### config.mk
export PLATFORM = sky130hd
export DESIGN_NAME = march_elem_seq
export DESIGN_NICKNAME = d
export VERILOG_FILES = /design/src/rtl/march_elem_seq_pkg.sv /design/src/rtl/march_elem_seq_addr_stepper.sv /design/src/rtl/march_elem_seq.sv
export SDC_FILE = /design/constraint.sdc
export NUM_CORES = 1
export LEC_CHECK = 0
export CAP_MARGIN = 10
export CELL_PAD_IN_SITES_DETAIL_PLACEMENT = 0
export CELL_PAD_IN_SITES_GLOBAL_PLACEMENT = 1
export CORE_ASPECT_RATIO = 1.75
export CORE_MARGIN = 3
export CORE_UTILIZATION = 25
export CTS_CLUSTER_DIAMETER = 80
export DETAILED_ROUTE_END_ITERATION = 10
export PLACE_DENSITY_LB_ADDON = 0.1
export SYNTH_ARGS = -nofsm -noshare
export SYNTH_HDL_FRONTEND = slang
export SYNTH_SLANG_ARGS = --single-unit
### constraint.sdc
create_clock -name clk -period 2.2 [get_ports clk]
set_input_delay 0.22 -clock clk [delete_from_list [all_inputs] [get_ports clk]]
set_output_delay 0.22 -clock clk [all_outputs]
set_load 0.01 [all_outputs]
### src/rtl/march_elem_seq_pkg.sv
// Shared PMBIST types and widths for the march element sequencer and its
// address stepper.
package march_elem_seq_pkg;

  localparam int ADDR_X     = 4;
  localparam int ADDR_Y     = 4;
  localparam int ADDR_X_MAX = (1 << ADDR_X) - 1;
  localparam int ADDR_Y_MAX = (1 << ADDR_Y) - 1;
  localparam int BG_DATA    = 8;

  typedef enum logic [1:0] {
    OP_NOP   = 2'd0,
    OP_READ  = 2'd1,
    OP_WRITE = 2'd2,
    OP_RMW   = 2'd3
  } t_op_cmd;

  typedef enum logic [1:0] {
    IDLE = 2'd0,
    RUN  = 2'd1,
    DONE = 2'd2
  } t_mes_state;

  // Data issued for one op slot: inverted or true background.
  function automatic logic [BG_DATA-1:0] slot_data(input logic inv,
                                                   input logic [BG_DATA-1:0] bg);
    return inv ? ~bg : bg;
  endfunction

endpackage

### src/rtl/march_elem_seq_addr_stepper.sv
// X/Y address walker for one march element: direction, fast axis, wrap and
// last-address detection. Configuration is captured on load.
module addr_stepper
  import march_elem_seq_pkg::*;
(
  input  logic              clk,
  input  logic              rstn,
  input  logic              i_load,
  input  logic              i_step,
  input  logic              i_down,
  input  logic              i_x_fast,
  input  logic [ADDR_X-1:0] i_x_max,
  input  logic [ADDR_Y-1:0] i_y_max,
  output logic [ADDR_X-1:0] o_x,
  output logic [ADDR_Y-1:0] o_y,
  output logic              o_is_last
);

  logic [ADDR_X-1:0] x_q, x_max_q, x_nxt, x_lim, x_start, x_adv;
  logic [ADDR_Y-1:0] y_q, y_max_q, y_nxt, y_lim, y_start, y_adv;
  logic              down_q, x_fast_q;
  logic              x_wrap, y_wrap;

  // NOTE: every variable assigned in always_comb gets a default first, so no
  // path through the block can leave it unassigned and infer a latch.
  always_comb begin
    x_lim   = down_q ? '0 : x_max_q;
    y_lim   = down_q ? '0 : y_max_q;
    x_start = down_q ? x_max_q : '0;
    y_start = down_q ? y_max_q : '0;
    x_adv   = down_q ? x_q - 1'b1 : x_q + 1'b1;
    y_adv   = down_q ? y_q - 1'b1 : y_q + 1'b1;
    x_wrap  = (x_q == x_lim);
    y_wrap  = (y_q == y_lim);
    x_nxt   = x_q;
    y_nxt   = y_q;
    if (x_fast_q) begin
      x_nxt = x_wrap ? x_start : x_adv;
      if (x_wrap) y_nxt = y_wrap ? y_start : y_adv;
    end else begin
      y_nxt = y_wrap ? y_start : y_adv;
      if (y_wrap) x_nxt = x_wrap ? x_start : x_adv;
    end
  end

  // Both coordinates sitting at their end limit is exactly the final address.
  assign o_is_last = x_wrap && y_wrap;
  assign o_x       = x_q;
  assign o_y       = y_q;

  // NOTE: sequential state uses non-blocking assignments so every register
  // samples pre-edge values regardless of statement order.
  always_ff @(posedge clk or negedge rstn) begin
    if (!rstn) begin
      x_q      <= '0;
      y_q      <= '0;
      x_max_q  <= '0;
      y_max_q  <= '0;
      down_q   <= 1'b0;
      x_fast_q <= 1'b0;
    end else if (i_load) begin
      x_q      <= i_down ? i_x_max : '0;
      y_q      <= i_down ? i_y_max : '0;
      x_max_q  <= i_x_max;
      y_max_q  <= i_y_max;
      down_q   <= i_down;
      x_fast_q <= i_x_fast;
    end else if (i_step) begin
      x_q <= x_nxt;
      y_q <= y_nxt;
    end
  end

endmodule

### src/rtl/march_elem_seq.sv
// March element sequencer: walks the address space and issues the programmed
// op list at every address, with hold/pause support and a done pulse.
module march_elem_seq
  import march_elem_seq_pkg::*;
#(
  parameter int MAX_OPS = 4,
  parameter int OPC_W   = $clog2(MAX_OPS + 1)
) (
  input  logic               clk,
  input  logic               rstn,
  input  logic               i_start,
  input  logic               i_hold,
  input  logic [OPC_W-1:0]   i_num_ops,
  input  t_op_cmd            i_op_list [MAX_OPS],
  input  logic [MAX_OPS-1:0] i_op_inv,
  input  logic               i_addr_down,
  input  logic               i_x_fast,
  input  logic [ADDR_X-1:0]  i_addr_x_max,
  input  logic [ADDR_Y-1:0]  i_addr_y_max,
  input  logic [BG_DATA-1:0] i_bg_data,
  output t_op_cmd            o_op_cmd,
  output logic [ADDR_X-1:0]  o_addr_x,
  output logic [ADDR_Y-1:0]  o_addr_y,
  output logic [BG_DATA-1:0] o_data,
  output logic               o_busy,
  output logic               o_done
);

  localparam int IDX_W = (MAX_OPS > 1) ? $clog2(MAX_OPS) : 1;

  t_mes_state         state_q, state_nxt;
  t_op_cmd            op_list_q [MAX_OPS];
  logic [MAX_OPS-1:0] op_inv_q;
  logic [BG_DATA-1:0] bg_q;
  logic [IDX_W-1:0]   op_idx_q, op_last_q, num_last;
  logic               start_ok, issue, idx_wrap, addr_last, finish;
  logic [ADDR_X-1:0]  cur_x;
  logic [ADDR_Y-1:0]  cur_y;

  addr_stepper u_addr_stepper (
    .clk       (clk),
    .rstn      (rstn),
    .i_load    (start_ok),
    .i_step    (issue && idx_wrap),
    .i_down    (i_addr_down),
    .i_x_fast  (i_x_fast),
    .i_x_max   (i_addr_x_max),
    .i_y_max   (i_addr_y_max),
    .o_x       (cur_x),
    .o_y       (cur_y),
    .o_is_last (addr_last)
  );

  always_comb begin
    // Last op index of the element: 0 ops behaves as 1, excess clamps.
    if (i_num_ops == '0)                       num_last = '0;
    else if (i_num_ops > OPC_W'(MAX_OPS))      num_last = IDX_W'(MAX_OPS - 1);
    else                                       num_last = IDX_W'(i_num_ops - 1'b1);

    start_ok  = (state_q == IDLE) && i_start;
    issue     = (state_q == RUN) && !i_hold;
    idx_wrap  = (op_idx_q == op_last_q);
    finish    = issue && idx_wrap && addr_last;

    state_nxt = state_q;
    case (state_q)
      IDLE:    if (start_ok) state_nxt = RUN;
      RUN:     if (finish)   state_nxt = DONE;
      DONE:    state_nxt = IDLE;
      default: state_nxt = IDLE;
    endcase
  end

  always_ff @(posedge clk or negedge rstn) begin
    if (!rstn) state_q <= IDLE;
    else       state_q <= state_nxt;
  end

  // Element configuration is captured only on an accepted start, so input
  // changes while running have no effect.
  always_ff @(posedge clk or negedge rstn) begin
    if (!rstn) begin
      op_list_q <= '{default: OP_NOP};
      op_inv_q  <= '0;
      bg_q      <= '0;
      op_last_q <= '0;
      op_idx_q  <= '0;
    end else if (start_ok) begin
      op_list_q <= i_op_list;
      op_inv_q  <= i_op_inv;
      bg_q      <= i_bg_data;
      op_last_q <= num_last;
      op_idx_q  <= '0;
    end else if (issue) begin
      op_idx_q  <= idx_wrap ? '0 : op_idx_q + 1'b1;
    end
  end

  // Outputs are registered; busy/done therefore trail the FSM by one cycle,
  // which lines done up with the cycle after the final issued op.
  always_ff @(posedge clk or negedge rstn) begin
    if (!rstn) begin
      o_op_cmd <= OP_NOP;
      o_addr_x <= '0;
      o_addr_y <= '0;
      o_data   <= '0;
      o_busy   <= 1'b0;
      o_done   <= 1'b0;
    end else begin
      o_op_cmd <= issue ? op_list_q[op_idx_q] : OP_NOP;
      if (issue) begin
        o_addr_x <= cur_x;
        o_addr_y <= cur_y;
        o_data   <= slot_data(op_inv_q[op_idx_q], bg_q);
      end
      o_busy <= (state_q != IDLE);
      o_done <= (state_q == DONE);
    end
  end

endmodule

Word level (Yosys, flattened, before mapping)
Index checks and enable logic that the tools add are counted.

Register bits after elaboration: 64. Latch bits: 0. RAM bits: 0. Bits in read-only memories: 0. Input bits: 37. Output and inout port bits: 20. Logic and storage cells: 88. Memories kept: 0.

$add $sub $neg: 6. $mul: 0. Div/mod/pow operators: 0. $lt $le $gt $ge: 3. Equal/unequal tests: 8. Shift-type cells: 0. Multiplexer cells: 33. Bitwise logic cells: 2. Reduce and logical (&&, ||, !) cells: 15.

Operators by type and width (number): 2-to-1 mux 4 bit (18); 2-to-1 mux 2 bit (10); adder 4 x 1 -> 4 bit, second input constant (2); equality test 4 bit (2); 2-to-1 mux 8 bit (1); NOT 8 bit (1); subtractor 4 x 1 -> 4 bit, second input constant (2); AND reduction 2 bit (3); nonzero test 2 bit (3); logical AND 1 bit (5); binary-select mux 2 bit (select 2 bit) (1); != test 2 bit, second input constant (2); one-hot mux 2 bit (2 select lines) (1); greater-or-equal comparator 3 bit, second input constant (1); greater-than comparator 3 bit, second input constant (1); logical NOT 3 bit (1); less-than comparator 2 x 3 -> 1 bit, second input constant (1); != test 3 bit, second input constant (1); NOT 2 -> 3 bit (1); nonzero test 3 bit (1); adder 2 x 1 -> 2 bit, second input constant (1); binary-select mux 1 bit (select 2 bit) (1); equality test 2 x 1 -> 1 bit, second input constant (1); equality test 2 bit (1); other kinds (5) (5).

Depth between registers and ports, before layout
Gate-level depths: netlist (run 1).

Depth after elaboration: 7. Mapped depth: 7. Gate-level depth less buffers: 7.

By module
A second synthesis (run 1) with hierarchy kept.

Cell total of the unflattened synthesis: 317. Area total of the unflattened synthesis: 3201.8 µm².

By module, submodules not included: march_elem_seq (instances 1, cells each 184, area each 1936.9 µm², sequential area each 1151.1 µm²); addr_stepper (instances 1, cells each 133, area each 1265.0 µm², sequential area each 450.4 µm²).

Least setup slack after synthesis (run 1)
Ideal clock, no wire load.

Kind: register to register. Start: reg u_addr_stepper.down_q. End: reg u_addr_stepper.y_q[0], in the netlist u_addr_stepper.o_y[0]. Library setup time: 121 ps. Arrival time: 1744 ps. Required time: 2079 ps. Setup slack: 335 ps. Cell stages (with the launch flop): 8. Buffers on the path: 1. Period minus slack after synthesis: 1865 ps. Cells stage by stage: dfrtp_1 buf_2 nand3b_1 o22ai_1 o32ai_4 a31oi_4 o21ai_1 a22o_1.

Word-level cells in the longest chain between the ends: 7. Elaborated cells on any way between the ends: 13. Classes of those cells: eq/ne: 3; mux: 9; reduce/logical: 1.

Ends and longest elaborated chain: from (decl) (RTL line march_elem_seq_addr_stepper.sv:21) `logic down_q, x_fast_q;`; from (signal assigned) (RTL line march_elem_seq_addr_stepper.sv:66) `down_q <= i_down;`; 2-to-1 mux 4 bit (RTL line march_elem_seq_addr_stepper.sv:28) `y_lim = down_q ? '0 : y_max_q;`; equality test 4 bit (RTL line march_elem_seq_addr_stepper.sv:34) `y_wrap = (y_q == y_lim);`; 2-to-1 mux 4 bit (RTL line march_elem_seq_addr_stepper.sv:39, march_elem_seq_addr_stepper.sv:41); 2-to-1 mux 4 bit (RTL line march_elem_seq_addr_stepper.sv:39) `if (x_wrap) y_nxt = y_wrap ? y_start : y_adv;`; 2-to-1 mux 4 bit (RTL line march_elem_seq_addr_stepper.sv:37) `if (x_fast_q) begin`; 2-to-1 mux 4 bit (RTL line march_elem_seq_addr_stepper.sv:68) `end else if (i_step) begin`; 2-to-1 mux 4 bit (RTL line march_elem_seq_addr_stepper.sv:61) `end else if (i_load) begin`; to (signal assigned) (RTL line march_elem_seq_addr_stepper.sv:63) `y_q <= i_down ? i_y_max : '0;`; to (signal assigned) (RTL line march_elem_seq_addr_stepper.sv:70) `y_q <= y_nxt;`; to (decl) (RTL line march_elem_seq_addr_stepper.sv:20) `logic [ADDR_Y-1:0] y_q, y_max_q, y_nxt, y_lim, y_start, y_adv;`.

Parallel ways exist; a longest one is shown, timed or not. The select of a mux whose other input is x is not followed. A chain may end at the register's enable or synchronous reset.

Worst setup path after layout (run 1)
Start: reg u_addr_stepper.down_q. End: reg u_addr_stepper.y_q[3], in the netlist u_addr_stepper.o_y[3].

The elaborated chain is that of the path after synthesis.

==> results of run 1 <==
-- flip-flops by register name, indices dropped and copies added, names as in the netlist, 2 cells and up --
| register | count |
|---|---|
| op_idx_q | 2 |
| o_addr_x | 4 |
| op_list_q | 8 |
| u_addr_stepper.y_max_q | 4 |
| o_data | 8 |
| state_q | 2 |
| op_last_q | 2 |
| o_op_cmd | 2 |
| u_addr_stepper.x_max_q | 4 |
| u_addr_stepper.o_x | 4 |
| o_addr_y | 4 |
| bg_q | 8 |
| u_addr_stepper.o_y | 4 |
| op_inv_q | 4 |
-- report_power, final --
group	switching, mW	internal (mW)	total, mW
Combinational	1.31	1.46	2.77
Clock	0.556	0.911	1.47
Sequential	0.518	1.74	2.26
Total	2.39	4.11	6.50
-- per-layer routing --
layer | track usage (%) | vias to the layer above | part of all wire, %
li1 | - | 1288 | -
met1 | 14.41 | 1250 | 41
met2 | 22.45 | 43 | 53
met3 | 2.742 | 9 | 3.3
met4 | 5.953 | 0 | 1.9
met5 | 0 | - | 0
-- final timing paths --
path / slack [ns] / startpoint / endpoint / depth (start not counted)
worst max register to register: 0.17 / u_addr_stepper.down_q / u_addr_stepper.o_y[3] / 6
min in group asynchronous: 0.46 / rstn / bg_q[4] / 2
worst max-delay path: 0.17 / u_addr_stepper.down_q / u_addr_stepper.o_y[3] / 6
max in group asynchronous: 1.11 / rstn / op_inv_q[1] / 3
worst min-delay path: 0.41 / i_op_list[6] / op_list_q[6] / 3
worst min register to register: 0.45 / state_q[0] / o_done / 1
-- worst reg2reg max path, stage by stage (launching register included) --
cell and delay [ns]:
dfrtp_1 0.47, buf_4 0.21, nor4_1 0.43, o32ai_4 0.24, and3_1 0.23, o31ai_1 0.23
a31oi_1 0.10
-- placed cells by master, fill, tap and decap left out, drive strengths merged, types with 5 or more instances in the layout --
master / n
a21oi: 8
xor2: 7
clkdlybuf4s50: 55
o21ai: 20
a31oi: 7
buf: 16
xnor2: 10
ha: 5
mux2: 5
inv: 10
nand3: 12
dfrtp: 64
nand2: 115
clkbuf: 10
nor2: 16
-- area by class of cell --
| cell class | count | area [um^2] | share of cell area, % |
|---|---|---|---|
| Multi-Input combinational cell | 255 | 1534 | 34.95 |
| Timing Repair Buffer | 72 | 703.2 | 16.02 |
| Clock inverter | 6 | 67.56 | 1.539 |
| Clock buffer | 10 | 239.0 | 5.445 |
| Inverter | 9 | 33.78 | 0.7697 |
| Tap cell | 168 | 210.2 | 4.789 |
| Sequential cell | 64 | 1602 | 36.49 |
-- metrics by stage --
step           worst slack, ns  utilization [%]  instances  hold WS, ns
6_report                0.1660            34.93        584       0.4120
5_1_grt                0.02714            34.93        584       0.4208
4_1_cts                 0.1549            34.93        584       0.3960
3_5_place_dp            0.1589            32.41        567       0.3019
3_3_place_gp            0.1314            32.41        567       0.2978
2_1_floorplan           0.3347                -        346     -0.07559
-- cells by family (layout without fill, tap and decap cells) --
family,count (synthesis),after routing,synth area share [%]
AO/OA/AOI/OAI,53,53,12.16
XOR/XNOR,17,17,4.595
multiplexers,11,11,4.865
AND/OR/NAND/NOR,166,166,22.20
buffers and inverters,27,97,3.281
adder cells (fa/ha/maj),8,8,3.475
flip-flops,64,64,49.42
==> summary.txt, run 1 <==
CTS
  – Post-CTS setup buffer count: 0
  – Resize count post-CTS: 0
  – Total CTS buffers: 9
  – H-tree depth: 3
  – Clk Latency, worst-skew pair: 0.33 ns
  – Maximum root-to-sink buffer count: 2
  – Clock transition at path regs: about 0.060 ns
  – Hold buffers post-CTS: 1
  – TritonCTS clock tree: yes
  – Root buffer cell: clkbuf_16
  – Clk sinks: 64

Logic synthesis
  – Net Count, Synth: around 400
  – Syn avg cell area: around 9.4 um^2
  – Dominant synthesized flop cell: dfrtp_1
  – Post-synth ARST share: 100.0%
  – Yosys top cell area share: between 40% and 50%
  – Synth Register Bits: 64
  – Ys Warns: 0
  – Synth unique cells: 49
  – Main area contributors after synthesis: dfrtp_1, nand2_1, o21ai_0
  – Post-synth EDFFs: 0
  – Leading area contributor after synthesis: dfrtp_1
  – Top-count cell post-synth: nand2_1
  – Syn Inst Count: 346
  – Area of the mapped netlist: approximately 3200 um^2
  – Synth cell count leaders: nand2_1, dfrtp_1, o21ai_0, nor2_1, clkbuf_1
  – Post-synthesis sequential area ratio: between 40% and 50%

Routing
  – Vias: 2,590
  – Vias per cell: between 4 and 5
  – Antenna-violating nets left: 0
  – Residual DRC count: 0
  – WL final: roughly 8.4 mm
  – Drt wl/cell: ~14 um
  – First-pass DRT Iterations: 4
  – Detailed router's first-iteration violation count: 113

Setup path
  – Max Fanout on Critical Path: 10
  – Crit Path Category: reg2reg
  – Delay-heaviest family, CP: simple AND/OR/NAND/NOR gates
  – CP Cell Sequence: buf_4 > nor4_1 > o32ai_4 > and3_1 > o31ai_1 > a31oi_1
  – CP max stage cell: dfrtp_1
  – Startpoint Class: flip-flop
  – Critical path data arrival time: around 2.2 ns
  – Slowest stage delay, CP: roughly 0.47 ns
  – Worst EP required: about 2.4 ns
  – Endpoint class of the critical path: flip-flop
  – Critical path buffers and inverters: 1

Layout
  – Fillers: roughly 1,300
  – ANT cells: 0
  – Share of cells above drive strength 1: between 10% and 20%
  – Final #Nets: 455
  – Post-Layout Inst Area: 4389 um^2
  – Layout area overhead: 35.44%

GRT
  – First-pass GRT wire length: roughly 14 mm
  – Total track usage: between 10% and 20%
  – Largest net degree at the start of global routing: 40
  – Antenna violations before repair: 0
  – Gr ovfl total: 0
  – Vias in the first global route: 2,714

Die
  – Starting Density: 25.79%
  – CORE AREA: around 13,000 um^2
  – Die X: 92.07 um
  – Die area: 14,420 um^2
  – # IOs: 57
  – Rows: 54
  – DIE HEIGHT: roughly 160 um

Hold path
  – Hold Crit Class: in2reg

Placement
  – GPL Wtd Cong: around 0.74
  – Detailed Place HPWL: 6.130 mm
  – IO Port Bufs: 56
  – Placed inst area: roughly 4100 um^2

STA
  – Setup TNS: 0 ns
  – Fin. Hold Viols: 0
  – Worst Skew: about 0.0057 ns
  – Final Max Slew Viols: 0
  – RSZ-0062 raised after global routing: no
  – Final setup fails: 0
  – Max_slew headroom: 55.03%
  – Min cycle time layout: a little over 2 ns
  – Period utilisation layout: 92.45%
  – Least-Margin Pin Slew: approximately 0.67 ns
  – FMAX: ~0.49 GHz

Flow run
  – Max Cap Viol: 0

Power
  – Pwr Total: ~6.5 mW
  – Pwr dens: approximately 1500 nW/um^2
  – Pleak: roughly 1.9 nW
  – Maximum vdd drop: 0.0004355 V

Outcome
  – Outcome: finished, final reports clean
Note: power is estimated with default switching activity, not from simulation.
==> run 2, diff against run 1 <==
- PLACE_DENSITY: not set -> 0.65
- PLACE_DENSITY_LB_ADDON: 0.1 -> not set
==> run 2 against run 1 <==
Sequential power hardly changed. Largest cell class unchanged. Via count is 0.39% higher. Cell area is 0.88% lower. Global-route usage is 0.48 points lower. Highest routed layer unchanged. Critical path type unchanged.
==> summary.txt, run 2 (synthesis results as in run 1) <==
Die
  – CORE AREA: 12,570 um^2 (unchanged)
  – # IOs: 57 (unchanged)
  – Starting Density: 25.79% (unchanged)
  – DIE HEIGHT: 156.6 um (unchanged)
  – Die X: 92.07 um (unchanged)
  – Die area: 14,420 um^2 (unchanged)
  – Rows: 54 (unchanged)

Setup path
  – CP startpoint: u_addr_stepper.y_max_q[0]
  – CP max stage cell: dfrtp_1
  – Endpoint class of the critical path: flip-flop
  – RR Startpoint: u_addr_stepper.y_max_q[0]
  – Worst r2r path cells: 6 (unchanged)
  – Critical path data arrival time: 2.21 ns (-0.03 ns)
  – Slowest stage delay, CP: 0.45 ns (-0.02 ns)
  – Max Fanout on Critical Path: 10 (unchanged)
  – Startpoint Class: flip-flop
  – R2r setup slk: 0.18 ns (+0.02 ns)
  – Worst EP required: 2.39 ns (about the same)
  – Critical Path Sink: u_addr_stepper.o_y[3]
  – Worst r2r dst: u_addr_stepper.o_y[3]
  – CP Cell Sequence: or2_1 > a211oi_1 > o32ai_4 > and3_1 > o31ai_1 > a31oi_1
  – Crit Path Category: reg2reg

Power
  – Pleak: 1.919 nW (-1.3%)
  – Maximum vdd drop: 0.0004290 V (-1.5%)
  – Pwr dens: 1457 nW/um^2 (-1.6%)

Routing
  – Vias: 2,600 (+0.39%)
  – WL final: 8.142 mm (-3.2%)
  – Vias per cell: 4.460 (+0.56%)
  – Drt wl/cell: 13.97 um (-3.0%)
  – Antenna-violating nets left: 0 (unchanged)
  – First-pass DRT Iterations: 4 (unchanged)
  – Residual DRC count: 0 (unchanged)
  – Detailed router's first-iteration violation count: 92 (-19%)

CTS
  – TritonCTS clock tree: yes
  – H-tree depth: 3 (unchanged)
  – Total CTS buffers: 9 (unchanged)
  – Maximum root-to-sink buffer count: 2 (unchanged)
  – Root buffer cell: clkbuf_16
  – Clock transition at path regs: 0.05 ns (about the same)
  – Clk sinks: 64 (unchanged)
  – Clk Latency, worst-skew pair: 0.32 ns (about the same)

Placement
  – IO Port Bufs: 56 (unchanged)
  – Detailed Place HPWL: 5.981 mm (-2.4%)
  – Pre-CTS setup slack: 0.08756 ns (-0.07131 ns)
  – GPL Wtd Cong: 0.7795 (+5.6%)
  – Placed inst area: 4051 um^2 (-0.52%)

Hold path
  – Hold Crit Class: in2reg

GRT
  – M2 GR Usage: 22.28% (-0.17 points)
  – Met1 GRT Util: 13.81% (-0.60 points)
  – Gr ovfl total: 0 (unchanged)
  – M3 GR Usage: 2.213% (-0.53 points)
  – GR peak layer: met2
  – Largest net degree at the start of global routing: 41 (+2.5%)
  – Antenna violations before repair: 0 (unchanged)
  – Total track usage: 12.19% (-0.48 points)
  – Vias in the first global route: 2,758 (+1.6%)
  – First-pass GRT wire length: 13.79 mm (-1.0%)

Flow run
  – Max Cap Viol: 0 (unchanged)

STA
  – Final Max Slew Viols: 0 (unchanged)
  – Fin. Hold Viols: 0 (unchanged)
  – Min cycle time layout: 2.016 ns (-0.01794 ns)
  – Period utilisation layout: 91.64% (-0.82 points)
  – Worst Skew: 0.004681 ns (-0.001060 ns)
  – Final setup fails: 0 (unchanged)
  – Least-Margin Pin Slew: 0.6051 ns (-0.06947 ns)
  – FMAX: 0.4960 GHz (+0.89%)
  – Max_slew headroom: 59.66% (+4.6 points)
  – Worst setup margin: 0.1840 ns (+0.01794 ns)

Layout
  – Post-Layout Inst Area: 4350 um^2 (-0.88%)
  – ANT cells: 0 (unchanged)
  – Commonest non-fill, non-tap cell in the layout: nand2_1
  – Share of cells above drive strength 1: 12.05% (+0.029 points)
  – Most frequent cells in the layout: nand2_1, dfrtp_1, clkdlybuf4s50_1, o21ai_0, nor2_1
  – Layout area overhead: 34.25%
  – Largest registers: bg_q (8), o_data (8), op_list_q (8)
  – Final #Nets: 454 (-0.22%)

Outcome
  – Outcome: finished, final reports clean
## run 2: power breakdown
part	leakage [nW]	internal, mW	switching, mW
Clock	0.128	0.788	0.505
Combinational	1.01	1.45	1.30
Sequential	0.782	1.74	0.554
## run 2: metrics by stage
step | std cells | hold WS (ns) | total power [mW] | utilization [%] | setup TNS [ns]
2_1_floorplan | 346 | -0.07559 | 4.106 | - | 0
3_3_place_gp | 566 | 0.2477 | 5.019 | 32.24 | 0
3_5_place_dp | 566 | 0.2671 | 5.079 | 32.24 | 0
4_1_cts | 583 | 0.4127 | 6.418 | 34.51 | 0
5_1_grt | 583 | 0.4375 | 6.925 | 34.62 | -0.009113
6_report | 583 | 0.4232 | 6.338 | 34.62 | 0
## run 2: critical path, delay by kind of cell (launching register included)
kind               cells  cell delay (ns)
DFF                    1             0.45
AOI/OAI and AO/OA      4             0.95
and+or+nand+nor        2             0.48
## run 2: layer usage
layer,part of all wire (%),wire length [um]
met1,40,3229
met2,55,4503
met3,2.8,227
met4,2.2,180
met5,0,0
## run 2: cell type report
| type | instances | area (um^2) |
|---|---|---|
| Fill cell | 1331 | 8217 |
| Sequential cell | 64 | 1603 |
| Multi-Input combinational cell | 255 | 1545 |
| Timing Repair Buffer | 71 | 683.2 |
| Clock buffer | 11 | 242.7 |
| Tap cell | 168 | 210.2 |
| Inverter | 9 | 33.78 |
| Clock inverter | 5 | 32.53 |
## run 2: timing repair
item                       4_1_cts  5_1_grt
gates resized for setup          0        3
setup endpoints to repair        0        5
hold endpoints to repair        24        0
hold buffers                     1        0
buffers inserted                 0        0
## run 2: how the worst min path moves through the flow
stage / from / endpoint / slack (ns) / cells after the start
finish: i_op_list[3] / op_list_q[3] / 0.42 / 3
detailed placement: rstn / o_data[1] / 0.27 / 1
global route: i_op_list[0] / op_list_q[0] / 0.44 / 3
global placement: rstn / o_data[1] / 0.25 / 1
floorplan: rstn / bg_q[0] / -0.08 / 0
CTS: i_op_list[3] / op_list_q[3] / 0.41 / 3
